==> config.mk <==
export PLATFORM = sky130hd
export DESIGN_NAME = knn_host_if
export DESIGN_NICKNAME = d
export VERILOG_FILES = /design/src/rtl/knn_host_if.sv
export SDC_FILE = /design/constraint.sdc
export NUM_CORES = 1
export LEC_CHECK = 0
export ABC_AREA = 1
export CAP_MARGIN = 20
export CORE_AREA = 2 2 427 514
export CTS_BUF_LIST = sky130_fd_sc_hd__clkbuf_4 sky130_fd_sc_hd__clkbuf_8 sky130_fd_sc_hd__clkbuf_16
export CTS_CLUSTER_SIZE = 24
export DETAILED_ROUTE_END_ITERATION = 10
export DIE_AREA = 0 0 429 516
export HOLD_SLACK_MARGIN = 0.1
export PLACE_DENSITY_LB_ADDON = 0.15
export SYNTH_ARGS = -nofsm -noshare
export SYNTH_HDL_FRONTEND = slang
export SYNTH_SLANG_ARGS = --single-unit
==> constraint.sdc <==
create_clock -name clk -period 10.48 [get_ports clk]
set_clock_uncertainty 0.2 [all_clocks]
set_input_delay 2.62 -clock clk [delete_from_list [all_inputs] [get_ports clk]]
set_output_delay 2.62 -clock clk [all_outputs]
set_load 0.02 [all_outputs]
==> src/rtl/knn_host_if.sv <==
// Host register front end and stream FIFOs for the k-NN accelerator.
// Latency: reads return one cycle after rd_en; FIFO output is first-word fall-through.
// Backpressure: engine stalls a channel with m_ready; a host push into a full FIFO is dropped and flagged.

module knn_host_fifo #(
    parameter int DATA_W = 32,
    parameter int DEPTH  = 16
) (
    input  logic                       clk,
    input  logic                       rst,
    input  logic                       clear,
    input  logic                       push,
    input  logic [DATA_W-1:0]          push_data,
    input  logic                       pop,
    output logic [DATA_W-1:0]          head,
    output logic                       empty,
    output logic                       ovf,
    output logic [$clog2(DEPTH):0]     level
);
    localparam int AW = $clog2(DEPTH);

    logic [AW:0]       wptr, rptr;
    logic [DATA_W-1:0] mem [DEPTH];
    logic              full, do_pop, do_push;

    assign empty   = (wptr == rptr);
    assign full    = (wptr[AW] != rptr[AW]) && (wptr[AW-1:0] == rptr[AW-1:0]);
    assign level   = wptr - rptr;
    assign do_pop  = pop && !empty;
    // A pop in the same edge frees the slot the push refills, so full does not block it.
    assign do_push = push && (!full || do_pop);
    assign ovf     = push && full && !do_pop && !clear;
    assign head    = mem[rptr[AW-1:0]];

    always_ff @(posedge clk or negedge rst) begin
        if (!rst) begin
            wptr <= '0;
            rptr <= '0;
        end else if (clear) begin
            wptr <= '0;
            rptr <= '0;
        end else begin
            if (do_push) wptr <= wptr + 1'b1;
            if (do_pop)  rptr <= rptr + 1'b1;
        end
    end

    always_ff @(posedge clk) begin
        if (do_push && !clear) mem[wptr[AW-1:0]] <= push_data;
    end
endmodule

module knn_host_if #(
    parameter int DATA_W     = 32,
    parameter int ADDR_W     = 8,
    parameter int NUM_CH     = 3,
    parameter int FIFO_DEPTH = 16,
    parameter int K_MAX      = 15,
    parameter int VLEN_W     = 16
) (
    input  logic                         clk,
    input  logic                         rst,
    input  logic                         wr_en,
    input  logic [ADDR_W-1:0]            wr_addr,
    input  logic [DATA_W-1:0]            wr_data,
    input  logic                         rd_en,
    input  logic [ADDR_W-1:0]            rd_addr,
    output logic [DATA_W-1:0]            rd_data,
    output logic [NUM_CH-1:0]            m_valid,
    input  logic [NUM_CH-1:0]            m_ready,
    output logic [NUM_CH*DATA_W-1:0]     m_data,
    output logic [$clog2(K_MAX+1)-1:0]   cfg_k,
    output logic [VLEN_W-1:0]            cfg_vlen,
    output logic                         eng_start,
    input  logic                         eng_busy,
    input  logic                         eng_done,
    output logic                         irq
);
    localparam int KW = $clog2(K_MAX+1);
    localparam int AW = $clog2(FIFO_DEPTH);

    logic              irq_en, done, err_start;
    logic [NUM_CH-1:0] err_ovf, ovf, empty, push_sel;
    logic [AW:0]       level [NUM_CH];
    logic              ctrl_wr, start_req, start_ok, fifo_clr, err_wr;
    logic [VLEN_W-1:0] vlen_new;
    logic [DATA_W-1:0] rd_mux;

    assign ctrl_wr   = wr_en && (wr_addr == ADDR_W'('h00));
    assign err_wr    = wr_en && (wr_addr == ADDR_W'('h04));
    assign start_req = ctrl_wr && wr_data[0];
    assign start_ok  = start_req && !eng_busy;
    assign fifo_clr  = ctrl_wr && wr_data[1];
    assign vlen_new  = wr_data[VLEN_W-1:0];
    assign irq       = done & irq_en;

    for (genvar c = 0; c < NUM_CH; c++) begin : g_ch
        assign push_sel[c] = wr_en && (wr_addr == ADDR_W'('h10 + c));
        assign m_valid[c]  = !empty[c];

        knn_host_fifo #(.DATA_W(DATA_W), .DEPTH(FIFO_DEPTH)) u_fifo (
            .clk       (clk),
            .rst       (rst),
            .clear     (fifo_clr),
            .push      (push_sel[c]),
            .push_data (wr_data),
            .pop       (m_ready[c]),
            .head      (m_data[c*DATA_W +: DATA_W]),
            .empty     (empty[c]),
            .ovf       (ovf[c]),
            .level     (level[c])
        );
    end

    always_ff @(posedge clk or negedge rst) begin
        if (!rst) begin
            cfg_k     <= KW'(1);
            cfg_vlen  <= VLEN_W'(1);
            irq_en    <= 1'b0;
            done      <= 1'b0;
            eng_start <= 1'b0;
            err_start <= 1'b0;
            err_ovf   <= '0;
        end else begin
            eng_start <= start_ok;
            if (ctrl_wr) irq_en <= wr_data[2];
            // A successful start clears done even if the engine reports completion that cycle.
            if (start_ok)      done <= 1'b0;
            else if (eng_done) done <= 1'b1;
            if (wr_en && wr_addr == ADDR_W'('h02)) begin
                if (wr_data == '0)                  cfg_k <= KW'(1);
                else if (wr_data > DATA_W'(K_MAX))  cfg_k <= KW'(K_MAX);
                else                                cfg_k <= wr_data[KW-1:0];
            end
            if (wr_en && wr_addr == ADDR_W'('h03))
                cfg_vlen <= (vlen_new == '0) ? VLEN_W'(1) : vlen_new;
            // New error events take priority over a same-cycle write-one-to-clear.
            err_start <= (err_start && !(err_wr && wr_data[0])) || (start_req && eng_busy);
            err_ovf   <= (err_ovf & ~(err_wr ? wr_data[8 +: NUM_CH] : '0)) | ovf;
        end
    end

    always_comb begin
        rd_mux = '0;
        case (rd_addr)
            ADDR_W'('h00): rd_mux[2]   = irq_en;
            ADDR_W'('h01): rd_mux[1:0] = {done, eng_busy};
            ADDR_W'('h02): rd_mux      = DATA_W'(cfg_k);
            ADDR_W'('h03): rd_mux      = DATA_W'(cfg_vlen);
            ADDR_W'('h04): begin
                rd_mux[0]          = err_start;
                rd_mux[8 +: NUM_CH] = err_ovf;
            end
            default: ;
        endcase
        for (int c = 0; c < NUM_CH; c++) begin
            if (rd_addr == ADDR_W'('h20 + c)) rd_mux = DATA_W'(level[c]);
        end
    end

    always_ff @(posedge clk or negedge rst) begin
        if (!rst)       rd_data <= '0;
        else if (rd_en) rd_data <= rd_mux;
    end
endmodule
Yosys cells after proc, flatten, opt, wreduce, memory -nomap -nowiden
Memories as Yosys holds them, arrays and structs flattened.
Cells that the tools add are included.
{"block": "totals", "n_memories": 3, "elab_cells": 147, "output_inout_bits": 153, "mem_bits_rw": 1536, "reg_bits": 89, "input_bits": 57}
{"name": "g_ch[0].u_fifo.mem", "words": 16, "word_bits": 32, "read_ports": 1, "rd_clocked_by_memory_dff": 0, "wr": 1, "line_no": "23", "text": "logic [DATA_W-1:0] mem [DEPTH];"}
{"name": "g_ch[1].u_fifo.mem", "words": 16, "word_bits": 32, "read_ports": 1, "rd_clocked_by_memory_dff": 0, "wr": 1, "line_no": "23"}
{"name": "g_ch[2].u_fifo.mem", "words": 16, "word_bits": 32, "read_ports": 1, "rd_clocked_by_memory_dff": 0, "wr": 1, "line_no": "23"}
{"block": "classes", "magnitude_cmp": 1, "eq_ne": 22, "bitwise": 4, "mux": 33, "reduce_logical": 61, "addsub": 9}
{"op": "2-to-1 mux 32 bit", "n": 3}
{"op": "2-to-1 mux 5 bit", "n": 13}
{"op": "logical AND 1 bit", "n": 34}
{"op": "== test 8 x 2 -> 1 bit, second input constant", "n": 4}
{"op": "> comparator 32 x 4 -> 1 bit, second input constant", "n": 1}
{"op": "logical NOT 32 bit", "n": 1}
{"op": "adder 5 x 1 -> 5 bit, second input constant", "n": 6}
{"op": "== test 8 x 5 -> 1 bit, second input constant", "n": 3}
{"op": "== test 8 x 6 -> 1 bit, second input constant", "n": 3}
{"op": "== test 8 x 3 -> 1 bit, second input constant", "n": 2}
{"op": "logical NOT 16 bit", "n": 1}
{"op": "logical NOT 8 bit", "n": 2}
{"op": "2-to-1 mux 16 bit", "n": 1}
{"op": "== test 5 bit", "n": 3}
{"op": "subtractor 5 bit", "n": 3}
{"op": "nonzero test 2 bit", "n": 7}
{"op": "== test 4 bit", "n": 3}
{"op": "logical NOT 1 bit", "n": 12}
{"op": "one-hot mux 5 bit (2 select lines)", "n": 1}
{"op": "== test 8 x 1 -> 1 bit, second input constant", "n": 1}
{"op": "2-to-1 mux 1 bit", "n": 8}
{"op": "2-to-1 mux 4 bit", "n": 2}
{"op": "one-hot mux 1 bit (3 select lines)", "n": 2}
{"op": "one-hot mux 3 bit (2 select lines)", "n": 1}
{"op": "other kinds (8)", "n": 13}

Longest topological paths before layout
Gate-level depths: netlist (run 1).
{"block": "logic_depth", "word_depth": 8, "depth_mapped": 13}

Cells and area by module
Synthesis (run 1) repeated with hierarchy kept, for this count alone.
{"block": "unflattened", "hier_cells": 7318, "area_unflattened_um2": 72091.6}
{"module": "knn_host_fifo at g_ch[2].u_fifo", "seq_area_each_um2": 15625.0, "n_inst": 1, "cells_each": 2331, "area_each_um2": 23242.3}
{"module": "knn_host_fifo at g_ch[0].u_fifo", "seq_area_each_um2": 15625.0, "n_inst": 1, "cells_each": 2331, "area_each_um2": 23237.3}
{"module": "knn_host_fifo at g_ch[1].u_fifo", "seq_area_each_um2": 15625.0, "n_inst": 1, "cells_each": 2331, "area_each_um2": 23202.3}
{"module": "knn_host_if", "seq_area_each_um2": 1078.5, "n_inst": 1, "cells_each": 325, "area_each_um2": 2409.8}

Least setup slack after synthesis (run 1)
No wires, ideal clock.
{"block": "synth_timing", "kind": "input to register", "from": "input port wr_addr[7]", "to": "memory g_ch[2].u_fifo.mem[0][0], enable pin", "path_stages": 7, "required_ns": 9.859, "path_slack_ns": 5.050, "arrival_ns": 4.809, "path_cell_list": "nor2_1 nand3_1 inv_1 nand4_1 nor2_1 nand2_1 nor2_1"}
{"block": "synth_via", "elab_chain_cells": 7, "word_cells_on_any_way": 10}
{"element": "start: declaration", "line_no": "64", "text": "input logic [ADDR_W-1:0] wr_addr,"}
{"element": "logical NOT 8 bit", "line_no": "89", "text": "assign ctrl_wr = wr_en && (wr_addr == ADDR_W'('h00));"}
{"element": "logical AND 1 bit", "line_no": "89"}
{"element": "logical AND 1 bit", "line_no": "93", "text": "assign fifo_clr = ctrl_wr && wr_data[1];"}
{"element": "logical NOT 1 bit", "line_no": "49", "text": "if (do_push && !clear) mem[wptr[AW-1:0]] <= push_data;"}
{"element": "logical AND 1 bit *", "line_no": "49"}
{"element": "2-to-1 mux 1 bit *", "line_no": "49"}
{"element": "2-to-1 mux 1 bit (implied by the code) *", "line_no": "49"}
{"element": "end: declaration", "line_no": "23"}
Mark *: on every way between the ends. The rest lies on a longest branch, timed or not.

Final worst setup path (run 1)
{"block": "layout_timing", "from": "register g_ch[1].u_fifo.rptr[1]", "to": "output port m_data[41]"}
{"block": "layout_via", "elab_chain_cells": 1}
{"element": "start: declaration", "line_no": "22", "text": "logic [AW:0] wptr, rptr;"}
{"element": "start signal: assignment", "line_no": "44", "text": "if (do_pop) rptr <= rptr + 1'b1;"}
{"element": "memory (16 x 32 bit)"}
{"element": "end: declaration", "line_no": "71", "text": "output logic [NUM_CH*DATA_W-1:0] m_data,"}
No other way between the ends.

==> metrics.txt, run 1 <==
FF+latch area roughly 0.048 mm2; DRC 0; Mapped Cells 5115; Worst Hold Launch rd_data[11]; multi-input logic area roughly 0.015 mm2; Final Setup Violations 0; Final WS setup just under 3 ns; total gr overflow 0; register area share after synthesis 0.7433; # IOs 210; TritonCTS buffer count between 150 and 200; Clock Path Buffers 3; layout cell share with drive strength beyond 1 0.09272; Crit. Startpoint g_ch[1].u_fifo.rptr[1]; Mapped Area between 0.06 and 0.07 mm2; Die X 429 um; Area after DPL slightly below 0.07 mm2; CTS Hold Bufs 0; Post-Syn Area per Cell about 13 um2; drt total wl approximately 210 mm; setup TNS 0 ns; Distinct cells, synth 35; Slew Limit Fails 0; Req. time, crit path between 7 and 8 ns; crit path DAT around 4.8 ns; Place WS 3.739 ns; Hold Fails Final Rpt 0; Area Overhead vs Synth 16.52%; gp weighted congestion 0.7905; post-route minimum period about 7.6 ns; die area 0.2214 mm2; initial antenna violation count 19; # Post-CTS Setup Buffers 0; largest net degree at the start of global routing 202; TritonCTS clock tree built; Tot GR Track Use 0.1855; critical path type flip-flop to primary output; port buffer count ~190; hold crit path type flip-flop to flip-flop; Slew @ Worst Pin ~1.1 ns; Cell Count, Final, Fillers Out around 8300; Final Cell Area roughly 0.075 mm2; CP Launch Type flip-flop; Tcrit/Tclk final 0.7250; clock latency at the later pin of the worst-skew pair slightly above 0.8 ns; leakage power 24.64 nW; clk sink count roughly 1600; global-route wire length before repair 297.5 mm; DRT iter0 DRCs 3803; wire per inst 25.37 um; RSZ-0062 raised after global routing false; post-route ant nets 0; Root Buffer clkbuf_16; H-tree depth 4; Nets about 5400; Slew headroom 0.2523; CTS resizes 0; vias per cell between 4 and 5; Initial Utilization 0.2987; CTS clk-pin slew, worst paths approximately 0.07 ns; ys async rst share 0.04537; Core Area approximately 0.22 mm2; fmax 131.6 MHz; chip height 516 um; Main synth FF type edfxtp_1; first drt pass iteration count 7; Worst R2R Start g_ch[2].u_fifo.rptr[1]; Max Cap Viol 0; status finished clean; CP endpoint kind primary output; Yosys warnings 0; # fillers roughly 21000; placed cells 7947; vias in the first global route between 30000 and 40000; number of synthesized register bits between 1500 and 2000; Via Count between 40000 and 50000; worst-path fanout max 85; PwrDens about 260 mW/mm2; Final HPWL DP 110.6 mm; Max VDD drop 0.1600 mV; Post-synth EDFFs ~1500; num rows 187
flip-flops by register name (all words and copies together), names as in the netlist:
register / flops
err_start: 1
done: 1
g_ch.u_fifo.wptr: 15
cfg_vlen: 16
rd_data: 16
err_ovf: 3
eng_start: 1
cfg_k: 4
g_ch.u_fifo.mem: 1536
irq_en: 1
g_ch.u_fifo.rptr: 15
layer usage:
| layer | share of wire | GRT usage | routed length [um] | vias up |
|---|---|---|---|---|
| met5 | 0.00020 | 0 | 41 | - |
| met4 | 0.021 | 0.04816 | 4508 | 6 |
| met3 | 0.050 | 0.02660 | 10560 | 226 |
| met2 | 0.49 | 0.3152 | 102700 | 1124 |
| met1 | 0.44 | 0.2485 | 91900 | 20965 |
| li1 | - | - | - | 18926 |
Yosys cell counts, types with 35 or more instances:
cell type  number  share of area
o22ai_1       193          0.019
buf_4          35         0.0041
nand3_1       201          0.016
edfxtp_1     1536           0.71
buf_2          79         0.0061
o21ai_1        96         0.0074
inv_1         113         0.0066
nand2_1       441          0.026
clkbuf_1      188          0.011
o21ai_0       762          0.059
nor2_1       1072          0.062
o211ai_1      192          0.022
dfrtp_1        71          0.028
power breakdown:
part,switching [W],internal (W),total (W)
sequential,0.000231,0.00708,0.00731
clock,0.00259,0.00334,0.00593
combinational,0.00418,0.00190,0.00608
critical path, cell delays in order, from the launching register on:
cell and delay, ns:
dfrtp_4 0.92, buf_4 0.90, buf_4 0.61, o21ai_0 0.17
o211ai_1 0.21, nand3_1 0.14, nand3_1 0.21, clkdlybuf4s50_1 0.66
cells in the final DEF, fill, tap and decap left out, drive strengths merged:
master / Yosys / final
clkbuf: 188 / 227
inv: 117 / 121
bufinv: 0 / 4
xnor2: 3 / 3
fa: 3 / 3
nand3b: 9 / 9
a21oi: 13 / 13
edfxtp: 1536 / 1536
o22ai: 193 / 193
nor3b: 2 / 2
conb: 1 / 16
a21o: 3 / 3
nand3: 201 / 201
dfstp: 2 / 2
buf: 140 / 152
clkinvlp: 0 / 4
dfrtp: 71 / 71
nor3: 13 / 13
nor2: 1075 / 1075
nand4: 8 / 8
diode: 0 / 8
nor4: 1 / 1
o21ai: 858 / 858
clkdlybuf4s50: 0 / 160
nand2: 441 / 441
xor2: 10 / 10
ha: 27 / 27
clkinv: 6 / 78
o211ai: 192 / 192
a31oi: 2 / 2
cell families after synthesis:
group | synth area share
fa+ha+maj | 0.006167
xor+xnor | 0.001765
compound gates | 0.1093
flops | 0.7433
buf+inv | 0.03225
other cells | 0.00005812
simple gates | 0.1072
metrics by stage:
step                power (W)  hold WS (ns)    util
CTS                   0.01960        0.2873  0.3478
global route          0.02029        0.3055  0.3480
floorplan             0.01092        0.2649       -
detailed placement    0.01364        0.2719  0.3224
global placement      0.01366        0.2652  0.3224
finish                0.01933        0.2814  0.3481
cell type report:
type / instances / area share
well taps: 2835 / 0.04718
flip-flops and latches: 1609 / 0.6382
diodes: 8 / 0.0002663
clock inverters: 84 / 0.009337
inverters: 123 / 0.006474
repair buffers: 312 / 0.03628
multi-input cells: 3070 / 0.1984
clock buffers: 227 / 0.06380
final timing paths:
| kind | end | slack (ns) | cells past startpoint |
|---|---|---|---|
| min in group asynchronous | rd_data[1] | 1.53 | 1 |
| setup reg to reg | g_ch[2].u_fifo.mem[0][22] | 5.38 | 11 |
| setup / recovery | m_data[41] | 2.88 | 7 |
| hold reg to reg | rd_data[11] | 0.28 | 2 |
| max in group asynchronous | g_ch[0].u_fifo.rptr[0] | 7.42 | 2 |
| hold / removal | rd_data[11] | 0.28 | 2 |
Note: power is estimated with default switching activity, not from simulation.
==> inputs of run 2 (changes only) <==
Clock period 10.48 ns to 7.7 ns, I/O delays scaled along.
==> run 2 against run 1 <==
Largest cell class unchanged. Power is 39% higher. Global-route usage decreased by 0.18 points. Setup slack lost 1.6 ns. Combinational power rose by 40%. Largest power group unchanged.
==> metrics.txt, run 2 (synthesis results as in run 1) <==
status finished clean; Tcrit/Tclk final 0.8384; setup TNS 0 ns; Max VDD drop 0.2930 mV; worst-path fanout max between 90 and 100; largest net degree at the start of global routing ~170; Worst Reg-to-Reg Cells 11; Core Area roughly 0.22 mm2; vias in the first global route about 40000; Root Buffer clkbuf_16; Final HPWL DP 121.9 mm; drt total wl 208.0 mm; Clock Path Buffers 3; Slew Limit Fails 0; crit path max-delay cell type dfrtp_4; die area around 0.22 mm2; num rows 187; post-route minimum period about 6.5 ns; gp weighted congestion between 0.7 and 0.8; post-route ant nets 0; # IOs between 200 and 250; H-tree depth 4; initial antenna violation count 28; Clk pwr share 0.316; critical path's top delay family buffers and inverters; Crit. path cell count 8; Area after DPL about 0.07 mm2; hold crit path type flip-flop to flip-flop; crit path DAT between 4 and 5 ns; DRC 0; wire per inst 25.08 um; most frequent cells in the layout edfxtp_1 (1536), nor2_1 (1021), o21ai_0 (762), nand2_1 (441), nand3_1 (201); WHS between 0.2 and 0.3 ns; DRT iter0 DRCs 4103; TritonCTS buffer count ~170; Nets ~5400; PwrDens ~350 mW/mm2; fmax approximately 150 MHz; Area Overhead vs Synth 17.58%; CP Launch Type flip-flop; TritonCTS clock tree built; Hold Crit Depth 2; Max Cap Viol 0; Die X 429 um; vias per cell roughly 5.0; Hold Fails Final Rpt 0; crit-path most repeated cell nand3_1; Reg2Reg Setup Slack approximately 2.5 ns; Core Util, Final 0.3513; Sw Ratio 0.3623; crit path cell chain inv_6, buf_12, buf_4, o21ai_0, o211ai_1, nand3_1, nand3_1, clkdlybuf4s50_1; Tot GR Track Use 0.1837; clk sink count about 1600; CTS Hold Bufs 0; port buffer count around 190; Final Setup Violations 0; Worst Path Buf+Inv 4; Slew headroom 0.2858; combinational share of power 0.316; Sequential Power Share 0.368; # Post-CTS Setup Buffers 0; commonest non-fill, non-tap cell in the layout edfxtp_1; clock latency at the later pin of the worst-skew pair between 0.8 and 0.9 ns; Req. time, crit path 5.58 ns; Final WS setup around 1.2 ns; CTS resizes 0; P_sw between 0.009 and 0.01 W; CP peak stage delay ~0.75 ns; Final Cell Area between 0.07 and 0.08 mm2; critical path type flip-flop to primary output; CP endpoint kind primary output; Initial Utilization 0.2987; Place WS around 1.8 ns; chip height a little over 500 um; Slew @ Worst Pin between 1 and 1.5 ns; layout cell share with drive strength beyond 1 0.09640; CTS clk-pin slew, worst paths approximately 0.06 ns; RSZ-0062 raised after global routing false; Pint about 0.017 W; # fillers ~21000; global-route wire length before repair 295.3 mm; max FFs per register approximately 1500; total gr overflow 0; first drt pass iteration count 5; leakage power 24.91 nW; Via Count between 40000 and 50000
run 2: cell types whose count changed in the layout (fill, tap and decap cells not counted), moves of 3 or more:
| cell | change |
|---|---|
| buf_16 | +3 |
| bufinv_16 | +12 |
| clkbuf_8 | -3 |
| buf_12 | +14 |
| clkbuf_4 | -3 |
| inv_16 | -4 |
| clkinv_16 | +4 |
run 2: final timing paths:
path	start	end
max	g_ch[2].u_fifo.rptr[0]	m_data[76]
min	rd_data[11]	rd_data[11]
max reg2reg	g_ch[2].u_fifo.rptr[2]	g_ch[2].u_fifo.mem[1][6]
min reg2reg	rd_data[11]	rd_data[11]
max in group asynchronous	rst	g_ch[0].u_fifo.rptr[0]
min in group asynchronous	rst	rd_data[2]
run 2: worst register-to-register path: stages (launching register included):
cell     delay, ns
dfrtp_2       0.88
inv_1         0.50
buf_4         0.35
ha_1          0.42
nand4_1       0.13
inv_1         0.07
nand3_1       0.12
inv_1         0.05
nor2_1        0.54
nand2_1       0.45
nor2_4        0.92
buf_4         0.32
run 2: layout make-up:
| type | count | area [um2] | area share |
|---|---|---|---|
| multi-input combinational | 3070 | 14920 | 0.1966 |
| timing repair buffer | 326 | 3060 | 0.04035 |
| inverter | 123 | 486.7 | 0.006416 |
| antenna | 10 | 25.02 | 0.0003299 |
| clock buffer | 219 | 4682 | 0.06172 |
| tap | 2835 | 3547 | 0.04676 |
| clock inverter | 99 | 1159 | 0.01527 |
| sequential | 1609 | 47980 | 0.6325 |
run 2: power groups by stage:
stage,Combinational [W],Sequential [W],Clock (W)
after global routing,0.00927,0.00992,0.00901
after detailed placement,0.00864,0.0101,0
final,0.00850,0.00991,0.00851
after global placement,0.00863,0.0101,0
after floorplan,0.00498,0.00988,0
after CTS,0.00867,0.00991,0.00869
run 2: per-stage QoR:
stage               power (W)  instances
floorplan             0.01486       5130
detailed placement    0.01873       7959
finish                0.02691       8291
CTS                   0.02726       8277
global placement      0.01873       7951
global route          0.02820       8283
run 2: layer usage:
metal | wire, um | vias up | global-route usage
li1 | - | 18983 | -
met1 | 95580 | 20936 | 0.2564
met2 | 97400 | 1055 | 0.2990
met3 | 10050 | 222 | 0.02562
met4 | 4930 | 0 | 0.05121
met5 | 0 | - | 0
